## config.mk

```make
export PLATFORM = sky130hd
export DESIGN_NAME = product_display
export DESIGN_NICKNAME = d
export VERILOG_FILES = /design/src/rtl/product_display.sv
export SDC_FILE = /design/constraint.sdc
export NUM_CORES = 1
export LEC_CHECK = 0
export ABC_AREA = 0
export BUFFER_PORTS_ARGS = -buffer_cell sky130_fd_sc_hd__clkbuf_2
export CAP_MARGIN = 0
export CORE_ASPECT_RATIO = 0.9
export CORE_UTILIZATION = 52
export DETAILED_ROUTE_END_ITERATION = 10
export PLACE_DENSITY = 0.75
export RECOVER_POWER = 50
export SLEW_MARGIN = 20
export SYNTH_ARGS = -nofsm -noshare
export SYNTH_HDL_FRONTEND = slang
export SYNTH_SLANG_ARGS = --single-unit
```

## constraint.sdc

```tcl
create_clock -name clk -period 1.6 [get_ports clk]
set_input_delay 0.16 -clock clk [delete_from_list [all_inputs] [get_ports clk]]
set_output_delay 0.16 -clock clk [all_outputs]
set_load 0.01 [all_outputs]
```

## src/rtl/product_display.sv

```systemverilog
// product_display: converts an 8-bit unsigned product to 3-digit BCD using a
// sequential double-dabble engine (8 cycles per conversion). It then scans the
// digits onto a 4-digit, active-low, common-anode 7-segment display.
// Latency: a new result sampled at IDLE edge N appears on bcd at edge N+8.
//   busy is high for exactly 8 cycles.
// Backpressure: none. Input changes during a conversion are picked up on the
//   next IDLE cycle, by comparing the input against the last converted value.
// Build option: define LEADING_ZERO_BLANK_EN to blank leading-zero digits.
// Ports:
//   clk            system clock (posedge)
//   rst            synchronous active-high reset
//   result[7:0]    unsigned value to display
//   bcd[11:0]      {hundreds,tens,ones} of last completed conversion
//   busy           conversion in progress
//   an[3:0]        digit anodes, active-low one-hot, an[0] = ones
//   seg[6:0]       segments {g,f,e,d,c,b,a}, active-low
module product_display #(
  parameter int REFRESH_BITS = 17
) (
  input  logic        clk,
  input  logic        rst,
  input  logic [7:0]  result,
  output logic [11:0] bcd,
  output logic        busy,
  output logic [3:0]  an,
  output logic [6:0]  seg
);

  typedef enum logic {S_IDLE, S_CONV} state_t;

  localparam logic [REFRESH_BITS-1:0] CNT_ONE = 1;

  state_t      r_state;
  state_t      w_state_nxt;
  logic        w_start;
  logic        w_done;

  logic [7:0]  r_last;
  logic [19:0] r_shreg;   // {hundreds, tens, ones, binary}
  logic [2:0]  r_bitcnt;
  logic        r_force;
  logic [11:0] r_bcd;
  logic        r_busy;

  logic [19:0] w_adj;
  logic [19:0] w_shift;

  logic [REFRESH_BITS-1:0] r_cnt;
  logic [1:0]  w_sel;
  logic [3:0]  w_digit;
  logic        w_blank;
  logic [3:0]  w_an_nxt;
  logic [6:0]  w_seg_nxt;
  logic [3:0]  r_an;
  logic [6:0]  r_seg;

  assign bcd  = r_bcd;
  assign busy = r_busy;
  assign an   = r_an;
  assign seg  = r_seg;

  // ---------------- conversion FSM ----------------
  always_comb begin
    w_state_nxt = r_state;
    w_start     = 1'b0;
    w_done      = 1'b0;
    case (r_state)
      S_IDLE: begin
        // r_force makes the first IDLE cycle after reset convert even when
        // result happens to equal the reset value of r_last.
        if ((result != r_last) || r_force) begin
          w_start     = 1'b1;
          w_state_nxt = S_CONV;
        end
      end
      S_CONV: begin
        if (r_bitcnt == 3'd7) begin
          w_done      = 1'b1;
          w_state_nxt = S_IDLE;
        end
      end
      default: w_state_nxt = S_IDLE;
    endcase
  end

  // One double-dabble step: add 3 to each BCD nibble >= 5, then shift left.
  always_comb begin
    w_adj = r_shreg;
    for (int i = 0; i < 3; i++) begin
      if (r_shreg[8+4*i +: 4] >= 4'd5) begin
        w_adj[8+4*i +: 4] = r_shreg[8+4*i +: 4] + 4'd3;
      end
    end
    w_shift = w_adj << 1;
  end

  always_ff @(posedge clk) begin
    if (rst) begin
      r_state  <= S_IDLE;
      r_force  <= 1'b1;
      r_busy   <= 1'b0;
      r_bcd    <= 12'd0;
      r_last   <= 8'd0;
      r_shreg  <= 20'd0;
      r_bitcnt <= 3'd0;
    end else begin
      r_state <= w_state_nxt;
      if (w_start) begin
        r_last   <= result;
        r_shreg  <= {12'd0, result};
        r_bitcnt <= 3'd0;
        r_force  <= 1'b0;
        r_busy   <= 1'b1;
      end else if (r_state == S_CONV) begin
        r_shreg  <= w_shift;
        r_bitcnt <= r_bitcnt + 3'd1;
        if (w_done) begin
          r_bcd  <= w_shift[19:8];
          r_busy <= 1'b0;
        end
      end
    end
  end

  // ---------------- display scan ----------------
  function automatic logic [6:0] f_seg7(input logic [3:0] d);
    case (d)
      4'd0:    f_seg7 = 7'b1000000;
      4'd1:    f_seg7 = 7'b1111001;
      4'd2:    f_seg7 = 7'b0100100;
      4'd3:    f_seg7 = 7'b0110000;
      4'd4:    f_seg7 = 7'b0011001;
      4'd5:    f_seg7 = 7'b0010010;
      4'd6:    f_seg7 = 7'b0000010;
      4'd7:    f_seg7 = 7'b1111000;
      4'd8:    f_seg7 = 7'b0000000;
      4'd9:    f_seg7 = 7'b0010000;
      default: f_seg7 = 7'b1111111;
    endcase
  endfunction

  assign w_sel = r_cnt[REFRESH_BITS-1 -: 2];

  // Only the committed bcd register is shown, never the in-flight shreg.
  always_comb begin
    w_digit = 4'd0;
    w_blank = 1'b0;
    case (w_sel)
      2'd0: w_digit = r_bcd[3:0];
      2'd1: begin
        w_digit = r_bcd[7:4];
`ifdef LEADING_ZERO_BLANK_EN
        w_blank = (r_bcd[11:8] == 4'd0) && (r_bcd[7:4] == 4'd0);
`endif
      end
      2'd2: begin
        w_digit = r_bcd[11:8];
`ifdef LEADING_ZERO_BLANK_EN
        w_blank = (r_bcd[11:8] == 4'd0);
`endif
      end
      default: w_blank = 1'b1;
    endcase
    w_an_nxt  = ~(4'b0001 << w_sel);
    w_seg_nxt = w_blank ? 7'b1111111 : f_seg7(w_digit);
  end

  always_ff @(posedge clk) begin
    if (rst) begin
      r_cnt <= '0;
      r_an  <= 4'b1111;
      r_seg <= 7'b1111111;
    end else begin
      r_cnt <= r_cnt + CNT_ONE;
      r_an  <= w_an_nxt;
      r_seg <= w_seg_nxt;
    end
  end

endmodule
```

## Word level (Yosys, flattened, before mapping)

Memory sizes are Yosys's and may differ from the RTL's. A register that Yosys moved wholly into a read port is not among the register bits.
Cells that the tools add are included.
W data, S select, Z words.

| operators by class | value |
|---|---|
| equality and inequality tests | 4 |
| shifts and indexed selects | 1 |
| add/subtract/negate cells | 5 |
| reductions and logical operators | 9 |
| mux-type cells | 15 |
| bitwise gates (word level) | 4 |
| order comparisons | 3 |

Operator list:

| cell | count |
|---|---|
| $add A17 B1 Y17 const B | 1 |
| $mux W8 | 2 |
| $ge A4 B3 Y1 const B | 3 |
| $pmux W4 S3 | 1 |
| $add A4 B2 Y4 const B | 2 |
| $mux W1 | 8 |
| $mux W4 | 2 |
| $ne A8 B8 Y1 | 1 |
| $not A4 Y4 | 1 |
| $reduce_bool A2 Y1 | 2 |
| $reduce_or A2 Y1 | 2 |
| $shl A1 B2 Y4 const A | 1 |
| $add A3 B1 Y3 const B | 1 |
| $add A3 B2 Y3 const B | 1 |
| $eq A3 B3 Y1 const B | 1 |
| $mux W3 | 1 |
| $not A1 Y1 | 3 |
| $reduce_and A3 Y1 | 1 |
| $reduce_or A3 Y1 | 1 |
| $eq A2 B1 Y1 const B | 1 |
| $eq A2 B2 Y1 const B | 1 |
| $logic_not A2 Y1 | 1 |
| $pmux W1 S2 | 1 |
| $reduce_and A2 Y1 | 1 |
| $logic_or A1 B1 Y1 | 1 |

| storage, ports and cells | value |
|---|---|
| bits of input ports | 10 |
| ROM bits | 112 |
| logic and storage cells | 52 |
| register bits | 67 |
| output and inout port bits | 24 |
| memories kept | 1 |

Memory list:

| memory | words | bits a word | read ports | clocked after memory_dff | write ports | RTL line | text |
|---|---|---|---|---|---|---|---|
| (name not given) | 16 | 7 | 1 | 1 | 0 | 127 | `case (d)` |

## Depth between registers and ports, before layout

Gate-level depths: netlist of run 1.

| depth | value |
|---|---|
| depth in word-level cells | 6 |
| mapped depth | 8 |
| gate-level depth less buffers | 8 |

## Worst setup path after synthesis of run 1

No wires, ideal clock.

| timing | value |
|---|---|
| kind | register to register |
| from | reg r_cnt[15] |
| to | reg r_seg[4] (netlist: seg[4]) |
| slack | -0.116 ns |
| clock period less this slack | 1.716 ns |
| path buffers | 1 |
| library setup time | 0.074 ns |
| arrival time | 1.641 ns |
| cell stages (with the launch flop) | 9 |
| required time | 1.526 ns |
| path through | dfxtp_1 -> buf_4 -> mux2i_1 -> o21ai_0 -> inv_1 -> ha_1 -> a211oi_1 -> a211oi_1 -> o21ai_0 |

| between the ends | value |
|---|---|
| word-level cells in the longest chain between the ends | 4 |
| elaborated cells on any way between the ends | 7 |
| those cells by class | 2 x eq/ne; 1 x mux; 1 x bitwise; 3 x reduce/logical |

Ends and longest elaborated chain:

| what | RTL line | text |
|---|---|---|
| start, declared | 48 | `logic [REFRESH_BITS-1:0] r_cnt;` |
| start signal, assigned | 174 | `r_cnt <= r_cnt + CNT_ONE;` |
| $eq A2 B2 Y1 (tied with other cells) | 148 | `case (w_sel)` |
| $reduce_or A3 Y1 (no source line) | n/a |  |
| $not A1 Y1 (no source line) | n/a |  |
| $reduce_or A2 Y1 (no source line) | n/a |  |
| end, declared | 55 | `logic [6:0] r_seg;` |

Several ways; a longest one is shown, not always the timed one.
A chain may end at the register's enable or synchronous reset.

## Worst setup path in the final report of run 1

| timing | value |
|---|---|
| from | reg r_last[6] |
| to | reg r_shreg[5] |

| between the ends | value |
|---|---|
| word-level cells in the longest chain between the ends | 5 |
| elaborated cells on any way between the ends | 6 |
| those cells by class | 1 x eq/ne; 3 x mux; 2 x reduce/logical |

Ends and longest elaborated chain:

| what | RTL line | text |
|---|---|---|
| start, declared | 38 | `logic [7:0] r_last;` |
| start signal, assigned | 109 | `r_last <= result;` |
| $ne A8 B8 Y1 * | 71 | `if ((result != r_last) \|\| r_force) begin` |
| $logic_or A1 B1 Y1 * | 71 |  |
| $mux W1 * | 71 |  |
| $mux W1 * | 67 | `case (r_state)` |
| $mux W8 or $reduce_bool A2 Y1 (tied branches) | n/a |  |
| end signal, assigned | 110 | `r_shreg <= {12'd0, result};` |
| end signal, assigned | 115 | `r_shreg <= w_shift;` |
| end, declared | 39 | `logic [19:0] r_shreg;` |

Mark *: on every way between the ends. The rest lies on a longest branch, timed or not.

==> results of run 1 <==
flip-flops by register name (all words and copies together), names as in the netlist:
register and flops:
r_force 1, r_bitcnt 3, busy 1, r_last 8, an 4, bcd 12
r_shreg 20, r_state 1, seg 7, r_cnt 17
layer usage:
layer | GRT usage | vias up | share of wire
met5 | 0 | - | 0
met4 | 0.0850 | 0 | 0.029
met3 | 0.0723 | 21 | 0.036
met2 | 0.374 | 48 | 0.51
met1 | 0.242 | 1299 | 0.42
li1 | - | 1364 | -
tightest hold or removal path, cell delays in order:
cell and delay (ps):
sky130_fd_sc_hd__clkbuf_2 110, sky130_fd_sc_hd__nand2_1 60, sky130_fd_sc_hd__a21oi_1 50
worst paths after layout:
path	from	to	slack (ps)	cells after the start
max reg2reg	r_last[6]$_SDFFE_PP0P_	r_shreg[5]$_SDFFE_PP0P_	-70	6
max	r_last[6]$_SDFFE_PP0P_	r_shreg[5]$_SDFFE_PP0P_	-70	6
min	result[2]	r_last[2]$_SDFFE_PP0P_	80	3
min reg2reg	r_cnt[0]$_SDFF_PP0_	r_cnt[0]$_SDFF_PP0_	470	1
final cells by class:
class	count	area, µm²
clock inverters	3	40.0
flip-flops and latches	74	1490
fillers	441	1840
clock buffers	12	145
inverters	12	45.0
multi-input cells	256	1950
repair buffers	67	492
well taps	87	109
power groups by stage:
stage	clock network, W	registers, W	logic [W]
4_1_cts	0.00142	0.00192	0.000204
5_1_grt	0.00151	0.00193	0.000257
3_5_place_dp	0	0.00196	0.000201
3_3_place_gp	0	0.00196	0.000194
6_report	0.00139	0.00192	0.000230
2_1_floorplan	0	0.00196	0.000127
cell usage after synthesis (4+ instances only):
| master | instances |
|---|---|
| sky130_fd_sc_hd__and4_1 | 4 |
| sky130_fd_sc_hd__xor2_1 | 15 |
| sky130_fd_sc_hd__mux2i_1 | 22 |
| sky130_fd_sc_hd__a22o_1 | 10 |
| sky130_fd_sc_hd__ha_1 | 14 |
| sky130_fd_sc_hd__nand3_1 | 20 |
| sky130_fd_sc_hd__dfxtp_1 | 74 |
| sky130_fd_sc_hd__nand2b_1 | 9 |
| sky130_fd_sc_hd__clkbuf_1 | 13 |
| sky130_fd_sc_hd__o21ai_0 | 16 |
| sky130_fd_sc_hd__nand2_1 | 36 |
| sky130_fd_sc_hd__xnor2_1 | 9 |
| sky130_fd_sc_hd__a211oi_1 | 9 |
| sky130_fd_sc_hd__nor2_1 | 31 |
| sky130_fd_sc_hd__a21oi_1 | 30 |
| sky130_fd_sc_hd__inv_1 | 12 |
logic make-up (layout without fill, tap and decap cells):
kind of cell,count (synthesis),after routing,synth area share
DFF,74,74,0.449
adders and majority gates,14,14,0.0531
buffers and inverters,31,94,0.0436
muxes,24,24,0.0736
and+or+nand+nor,121,121,0.178
AOI/OAI and AO/OA,73,73,0.139
xor gates and xnor gates,24,24,0.0637
stage by stage:
| step | setup TNS (ps) | utilization | cells | setup slack (ps) | hold slack [ps] |
|---|---|---|---|---|---|
| detailed placement | -524 | 0.603 | 488 | -112 | 431 |
| floorplan | 0 | - | 361 | 24.9 | 277 |
| global placement | -78.6 | 0.603 | 488 | -35.5 | 421 |
| CTS | -48.9 | 0.640 | 503 | -17.3 | 51.8 |
| global route | -3210 | 0.698 | 511 | -187 | 83.8 |
| finish | -551 | 0.698 | 511 | -74.1 | 84.2 |
timing repair:
action / 4_1_cts / 5_1_grt
setup endpoints to repair: 18 / 47
resized for setup: 10 / 56
setup buffers: 0 / 5
cloned: 0 / 3
pin swaps: 7 / 30
==> metrics.txt, run 1 <==
# TYPE chip_impl_metric gauge
chip_impl_metric{name="power_frac_clock",unit=""} 0.392
chip_impl_metric{name="power.switching",unit="W"} 0.000807
chip_impl_metric{name="postRouteAntennaNets",unit=""} 0
chip_impl_metric{name="cts_buffer_depth",unit=""} 2
chip_impl_info{name="tritoncts_clock_tree",value="done"} 1
chip_impl_metric{name="die_height",unit="µm"} 77.6
chip_impl_metric{name="yosys_register_bits",unit=""} 74
chip_impl_info{name="clock-root-buffer",value="sky130_fd_sc_hd__clkbuf_8"} 1
chip_impl_metric{name="final_min_period_over_clock_period",unit=""} 1.05
chip_impl_metric{name="port_buffers",unit=""} 33
chip_impl_info{name="synth-main-ff-cell",value="sky130_fd_sc_hd__dfxtp_1"} 1
chip_impl_metric{name="synth_cell_type_count",unit=""} 39
chip_impl_metric{name="cts.htree.levels",unit=""} 3
chip_impl_metric{name="largest_net_degree_at_the_start_of_global_routing",unit=""} 35
chip_impl_metric{name="finalHoldViolations",unit=""} 0
chip_impl_metric{name="core_area",unit="µm²"} 6110
chip_impl_metric{name="power.sequential.fraction",unit=""} 0.543
chip_impl_metric{name="timing.critical_path.buf_inv",unit=""} 1
chip_impl_info{name="violations",value="design-rule violations, negative setup slack"} 1
chip_impl_metric{name="detailed_place.area",unit="µm²"} 3690
chip_impl_metric{name="start_util",unit=""} 0.539
chip_impl_info{name="final_cell_mix",value="sky130_fd_sc_hd__dfxtp_1, sky130_fd_sc_hd__nand2_1, sky130_fd_sc_hd__clkbuf_2"} 1
chip_impl_metric{name="viasPerCell",unit=""} 5.35
chip_impl_metric{name="worst-slew-pin-transition",unit="ps"} 441
chip_impl_metric{name="relSlewSlack",unit=""} 0.705
chip_impl_metric{name="max_stage_delay",unit="ps"} 330
chip_impl_metric{name="areaGrowthSynthToFinish",unit="%"} 29.5
chip_impl_info{name="cell_family_with_the_largest_share_of_critical_path_delay",value="simple AND/OR/NAND/NOR gates"} 1
chip_impl_metric{name="net_count_of_the_finished_layout",unit=""} 444
chip_impl_info{name="status",value="complete, but fails checks"} 1
chip_impl_metric{name="worst_slack",unit="ps"} -74.1
chip_impl_metric{name="tot_gr_track_use",unit=""} 0.216
chip_impl_metric{name="first_global_vias",unit=""} 2543
chip_impl_metric{name="timing.fmax",unit="MHz"} 597
chip_impl_metric{name="remaining_drc_errors",unit=""} 2
chip_impl_info{name="yosys-top-cells-area",value="sky130_fd_sc_hd__dfxtp_1, sky130_fd_sc_hd__mux2i_1, sky130_fd_sc_hd__ha_1"} 1
chip_impl_metric{name="cap_violations",unit=""} 0
chip_impl_metric{name="power_density",unit="nW/µm²"} 830
chip_impl_metric{name="fin_crit",unit="ps"} 1670
chip_impl_metric{name="dp.final_hpwl",unit="mm"} 4.65
chip_impl_metric{name="worst-endpoint-arrival",unit="ps"} 1900
chip_impl_info{name="cpMaxStageDelayCell",value="sky130_fd_sc_hd__dfxtp_2"} 1
chip_impl_metric{name="power_switching_share",unit=""} 0.228
chip_impl_metric{name="power.leakage",unit="nW"} 1.68
chip_impl_info{name="worstSetupStartpointType",value="register"} 1
chip_impl_metric{name="path_max_fanout",unit=""} 5
chip_impl_metric{name="cts.clk_slew.worst_paths",unit="ps"} 70
chip_impl_metric{name="dr_total_vias",unit=""} 2732
chip_impl_metric{name="power_report.internal_total",unit="W"} 0.00274
chip_impl_metric{name="post-layout-total-power",unit="W"} 0.00354
chip_impl_metric{name="num_antenna_cells",unit=""} 0
chip_impl_metric{name="fp.dieArea",unit="µm²"} 6670
chip_impl_metric{name="io_pins",unit=""} 34
chip_impl_metric{name="fin_skew",unit="ps"} 4.64
chip_impl_metric{name="core.rowCount",unit=""} 27
chip_impl_metric{name="finalSetupViolations",unit=""} 19
chip_impl_metric{name="gpl.final_weighted_congestion",unit=""} 0.812
chip_impl_info{name="grt_setup_unrepaired",value="yes"} 1
chip_impl_metric{name="syn_avg_cell_area",unit="µm²"} 9.14
chip_impl_info{name="worst_setup_path_end_kind",value="register"} 1
chip_impl_metric{name="synth-edff-count",unit=""} 0
chip_impl_metric{name="grt_pass1_wl",unit="mm"} 11.2
chip_impl_metric{name="synthesis.yosys.warnings",unit=""} 0
chip_impl_metric{name="drt_first_pass_iters",unit=""} 8
chip_impl_metric{name="seq_area_frac_synth",unit=""} 0.449
chip_impl_metric{name="logic_gate_share_of_total_power",unit=""} 0.065
chip_impl_metric{name="cts_sinks",unit=""} 74
chip_impl_metric{name="synth_nets",unit=""} 385
chip_impl_metric{name="cts_made_buffers",unit=""} 9
chip_impl_metric{name="syn_inst",unit=""} 361
chip_impl_metric{name="grt_remaining_overflow",unit=""} 0
chip_impl_metric{name="layout-drive-gt1-share",unit=""} 0.328
chip_impl_metric{name="totalWireLength",unit="mm"} 7.17
chip_impl_info{name="synth.largest_area_cell",value="sky130_fd_sc_hd__dfxtp_1"} 1
chip_impl_metric{name="syn-cell-area",unit="µm²"} 3300
chip_impl_metric{name="peakVddDrop",unit="µV"} 748
chip_impl_metric{name="netlist.area_leader.share",unit=""} 0.449
chip_impl_metric{name="dr.first_iter.drc_count",unit=""} 115
chip_impl_info{name="layout_commonest_cell",value="sky130_fd_sc_hd__dfxtp_1"} 1
chip_impl_metric{name="later_pin_clock_latency_in_the_skew_report",unit="ps"} 340
chip_impl_metric{name="final_max_slew_viol_count",unit=""} 0
chip_impl_metric{name="cts_hold_buf",unit=""} 0
chip_impl_metric{name="per_cell_routed_wire_length",unit="µm"} 14.0
chip_impl_metric{name="synthArstFlopShare",unit=""} 0
chip_impl_metric{name="worst-endpoint-required",unit="ps"} 1820
chip_impl_metric{name="antenna_found_initial",unit=""} 0
chip_impl_info{name="critical_path.cell_chain",value="xor2_2 -> nor4_2 -> and3_4 -> buf_6 -> mux2i_2 -> a211oi_2"} 1
chip_impl_info{name="hold_path_class",value="in2reg"} 1
chip_impl_info{name="critical_path_class",value="reg2reg"} 1
chip_impl_metric{name="finish.instance_area",unit="µm²"} 4270
chip_impl_metric{name="die_width",unit="µm"} 86.0
Power figures use the tool's default switching activity.
==> inputs of run 2 (changes only) <==
- ABC_AREA: 0 -> 1
- CORE_ASPECT_RATIO: 0.9 -> 1.5
- CORE_UTILIZATION: 52 -> 53
- PLACE_DENSITY: 0.75 -> 0.76
==> metrics.txt, run 2 <==
# TYPE chip_impl_metric gauge
chip_impl_info{name="status",value="complete, but fails checks"} 1
chip_impl_info{name="violations",value="negative setup slack"} 1
chip_impl_metric{name="seq_area_frac_synth",unit=""} 0.432
chip_impl_metric{name="cts_sinks",unit=""} 74
chip_impl_info{name="grt_setup_unrepaired",value="yes"} 1
chip_impl_metric{name="synth_compound_gate_area_share",unit=""} 0.139
chip_impl_metric{name="relSlewSlack",unit=""} 0.711
chip_impl_info{name="busiest_layer",value="met2"} 1
chip_impl_metric{name="synthSimpleGateAreaFrac",unit=""} 0.268
chip_impl_info{name="layout_commonest_cell",value="sky130_fd_sc_hd__nand2_1"} 1
chip_impl_metric{name="grt_util_met2",unit=""} 0.408
chip_impl_metric{name="port_buffers",unit=""} 33
chip_impl_metric{name="antenna_found_initial",unit=""} 0
chip_impl_metric{name="fillers",unit=""} 484
chip_impl_info{name="cell_family_with_the_largest_share_of_critical_path_delay",value="simple AND/OR/NAND/NOR gates"} 1
chip_impl_metric{name="dr.first_iter.drc_count",unit=""} 142
chip_impl_info{name="tritoncts_clock_tree",value="done"} 1
chip_impl_metric{name="core.rowCount",unit=""} 35
chip_impl_metric{name="totalWireLength",unit="mm"} 7.50
chip_impl_metric{name="ff_latch_area",unit="µm²"} 1490
chip_impl_metric{name="timing.critical_path.buf_inv",unit=""} 2
chip_impl_metric{name="max_stage_delay",unit="ps"} 390
chip_impl_metric{name="net_count_of_the_finished_layout",unit=""} 546
chip_impl_info{name="cpMaxStageDelayCell",value="sky130_fd_sc_hd__o211ai_1"} 1
chip_impl_metric{name="core_area",unit="µm²"} 6170
chip_impl_info{name="hold_path.startpoint",value="rst"} 1
chip_impl_metric{name="final_min_period_over_clock_period",unit=""} 1.04
chip_impl_metric{name="synthArstFlopShare",unit=""} 0
chip_impl_info{name="rr_endpoint",value="seg[3]$_SDFF_PP1_"} 1
chip_impl_info{name="worstSetupStartpointType",value="register"} 1
chip_impl_metric{name="netlist.area_leader.share",unit=""} 0.432
chip_impl_metric{name="layout-drive-gt1-share",unit=""} 0.292
chip_impl_metric{name="final_max_slew_viol_count",unit=""} 0
chip_impl_metric{name="worst-endpoint-arrival",unit="ps"} 1920
chip_impl_metric{name="yosys_register_bits",unit=""} 74
chip_impl_info{name="r2r-start",value="r_cnt[15]$_SDFF_PP0_"} 1
chip_impl_metric{name="reg2reg_depth",unit=""} 8
chip_impl_metric{name="detailed_place.area",unit="µm²"} 3800
chip_impl_metric{name="first_global_vias",unit=""} 2772
chip_impl_metric{name="synth_nets",unit=""} 480
chip_impl_metric{name="largest_net_degree_at_the_start_of_global_routing",unit=""} 24
chip_impl_metric{name="largest_register_ff_count",unit=""} 20
chip_impl_metric{name="synthesis.yosys.warnings",unit=""} 0
chip_impl_info{name="crit_top_cell",value="sky130_fd_sc_hd__nand2_2"} 1
chip_impl_metric{name="grt_remaining_overflow",unit=""} 0
chip_impl_metric{name="gpl.final_weighted_congestion",unit=""} 0.820
chip_impl_metric{name="die_width",unit="µm"} 67.7
chip_impl_metric{name="path_max_fanout",unit=""} 5
chip_impl_metric{name="worst-r2r-setup-slack",unit="ps"} -70
chip_impl_metric{name="finalSetupViolations",unit=""} 6
chip_impl_metric{name="power_density",unit="nW/µm²"} 821
chip_impl_metric{name="fin_crit",unit="ps"} 1670
chip_impl_metric{name="synth-adder-area-share",unit=""} 0.0511
chip_impl_metric{name="per_cell_routed_wire_length",unit="µm"} 12.5
chip_impl_metric{name="cts_buffer_depth",unit=""} 2
chip_impl_info{name="largest-register",value="r_shreg"} 1
chip_impl_metric{name="syn-cell-area",unit="µm²"} 3430
chip_impl_info{name="synth_top_family_by_area",value="simple AND/OR/NAND/NOR gates"} 1
chip_impl_info{name="critical_path_class",value="reg2reg"} 1
chip_impl_metric{name="finalHoldViolations",unit=""} 0
chip_impl_info{name="synth-main-ff-cell",value="sky130_fd_sc_hd__dfxtp_1"} 1
chip_impl_metric{name="cap_violations",unit=""} 0
chip_impl_metric{name="synth_cell_type_count",unit=""} 34
chip_impl_info{name="critical_path.cell_chain",value="buf_6 -> inv_4 -> nand2_2 -> o211ai_1 -> nand2_2 -> or2_4 -> nand2_2 -> nand2_1"} 1
chip_impl_metric{name="viasPerCell",unit=""} 5.16
chip_impl_metric{name="worst-slew-pin-transition",unit="ps"} 432
chip_impl_metric{name="grt_pass1_wl",unit="mm"} 12.0
chip_impl_metric{name="syn_inst",unit=""} 456
chip_impl_metric{name="power.leakage",unit="nW"} 1.88
chip_impl_info{name="synth.largest_area_cell",value="sky130_fd_sc_hd__dfxtp_1"} 1
chip_impl_metric{name="fp.dieArea",unit="µm²"} 6800
chip_impl_metric{name="dp.final_hpwl",unit="mm"} 5.07
chip_impl_info{name="cp-startpoint",value="r_cnt[15]$_SDFF_PP0_"} 1
chip_impl_metric{name="finish.instance_area",unit="µm²"} 4260
chip_impl_metric{name="worst-endpoint-required",unit="ps"} 1850
chip_impl_info{name="synth.most_common_cell",value="sky130_fd_sc_hd__nand2_1"} 1
chip_impl_metric{name="cp.depth",unit=""} 8
chip_impl_metric{name="synth.mux.area_fraction",unit=""} 0
chip_impl_metric{name="die_height",unit="µm"} 101
chip_impl_metric{name="synth-xor-area-share",unit=""} 0.0179
chip_impl_info{name="yosys-top-cells-area",value="sky130_fd_sc_hd__dfxtp_1, sky130_fd_sc_hd__nand2_1, sky130_fd_sc_hd__inv_1"} 1
chip_impl_metric{name="global_route.usage.met3",unit=""} 0.0385
chip_impl_metric{name="io_pins",unit=""} 34
chip_impl_info{name="final_cell_mix",value="sky130_fd_sc_hd__nand2_1, sky130_fd_sc_hd__dfxtp_1, sky130_fd_sc_hd__inv_1"} 1
chip_impl_metric{name="tot_gr_track_use",unit=""} 0.234
chip_impl_metric{name="synth-edff-count",unit=""} 0
chip_impl_metric{name="drt_first_pass_iters",unit=""} 4
chip_impl_metric{name="worst_slack",unit="ps"} -70.2
chip_impl_metric{name="postRouteAntennaNets",unit=""} 0
chip_impl_metric{name="syn_avg_cell_area",unit="µm²"} 7.52
chip_impl_metric{name="dr_total_vias",unit=""} 3103
chip_impl_metric{name="multi_input_area",unit="µm²"} 1800
chip_impl_metric{name="later_pin_clock_latency_in_the_skew_report",unit="ps"} 350
chip_impl_metric{name="peakVddDrop",unit="µV"} 494
chip_impl_info{name="synth_top_cells_by_count",value="sky130_fd_sc_hd__nand2_1, sky130_fd_sc_hd__dfxtp_1, sky130_fd_sc_hd__inv_1"} 1
chip_impl_info{name="clock-root-buffer",value="sky130_fd_sc_hd__clkbuf_8"} 1
chip_impl_metric{name="num_antenna_cells",unit=""} 0
chip_impl_metric{name="timing.fmax",unit="MHz"} 599
chip_impl_metric{name="use_met1",unit=""} 0.255
chip_impl_metric{name="post-place-cells",unit=""} 570
chip_impl_info{name="hold_path_class",value="in2reg"} 1
chip_impl_info{name="critPathCapture",value="seg[3]$_SDFF_PP1_"} 1
chip_impl_metric{name="cts_made_buffers",unit=""} 9
chip_impl_metric{name="start_util",unit=""} 0.555
chip_impl_metric{name="areaGrowthSynthToFinish",unit="%"} 24.3
chip_impl_metric{name="cts.clk_slew.worst_paths",unit="ps"} 80
chip_impl_metric{name="cts.htree.levels",unit=""} 3
chip_impl_metric{name="fin_skew",unit="ps"} 8.97
chip_impl_info{name="worst_setup_path_end_kind",value="register"} 1
chip_impl_metric{name="final-instance-count-excl-fill",unit=""} 601
chip_impl_metric{name="remaining_drc_errors",unit=""} 0
==> run 2: changes by cell type after synthesis, sizes merged, moves of 9 or more <==
| cell | previous run | this run |
|---|---|---|
| inv | 12 | 66 |
| or2 | 1 | 12 |
| nand2 | 36 | 109 |
| mux2i | 22 | 0 |
| o21ai | 16 | 30 |
| a21oi | 30 | 39 |
| nand2b | 9 | 0 |
| xor2 | 15 | 5 |
| a22o | 10 | 0 |
==> run 2: routing by layer <==
metal | vias up | share of wire
li1 | 1590 | -
met1 | 1425 | 0.42
met2 | 67 | 0.51
met3 | 21 | 0.032
met4 | 0 | 0.037
met5 | - | 0
==> run 2: cell families after synthesis <==
family	count (synthesis)
AO/OA/AOI/OAI	82
XOR/XNOR	7
adder cells (fa/ha/maj)	14
buffers and inverters	80
flip-flops	74
AND/OR/NAND/NOR	199
==> run 2: stage by stage <==
step                power (W)   util  TNS (ps)  setup WS [ps]  hold slack (ps)
floorplan             0.00211      -         0           17.2              309
global placement      0.00218  0.616     -1.28          -1.28              424
detailed placement    0.00219  0.616      -106          -57.1              446
CTS                   0.00351  0.657         0           2.43             70.8
global route          0.00363  0.690      -888           -143             87.6
finish                0.00350  0.690      -225          -70.2             78.4
==> run 2: layout make-up <==
type,count,share of cell area
Multi-Input combinational cell,303,0.422
Sequential cell,74,0.350
Timing Repair Buffer,67,0.102
Inverter,67,0.0608
Clock buffer,14,0.0405
Tap cell,74,0.0217
Clock inverter,2,0.00235
==> run 2: where the power goes <==
group | internal, W | switching (W) | total, W
Combinational | 0.0000903 | 0.000151 | 0.000241
Clock | 0.000687 | 0.000658 | 0.00135
Sequential | 0.00188 | 0.0000273 | 0.00191
==> run 2: worst min-delay path by stage <==
stage	cells past startpoint	end	slack, ps
floorplan	2	r_shreg[0]$_SDFFE_PP0P_	310
global placement	1	r_cnt[0]$_SDFF_PP0_	420
detailed placement	1	r_cnt[0]$_SDFF_PP0_	450
CTS	2	r_cnt[9]$_SDFF_PP0_	70
global route	2	r_cnt[9]$_SDFF_PP0_	90
finish	2	r_cnt[9]$_SDFF_PP0_	80
==> run 2: what timing repair did <==
item                                    in CTS  in global routing
hold buffers                                 0                  0
buffers inserted                             5                  9
endpoints found under the setup margin       7                 27
gates resized for setup                     10                 44
gates cloned                                 0                  1
pin swaps                                    3                 11
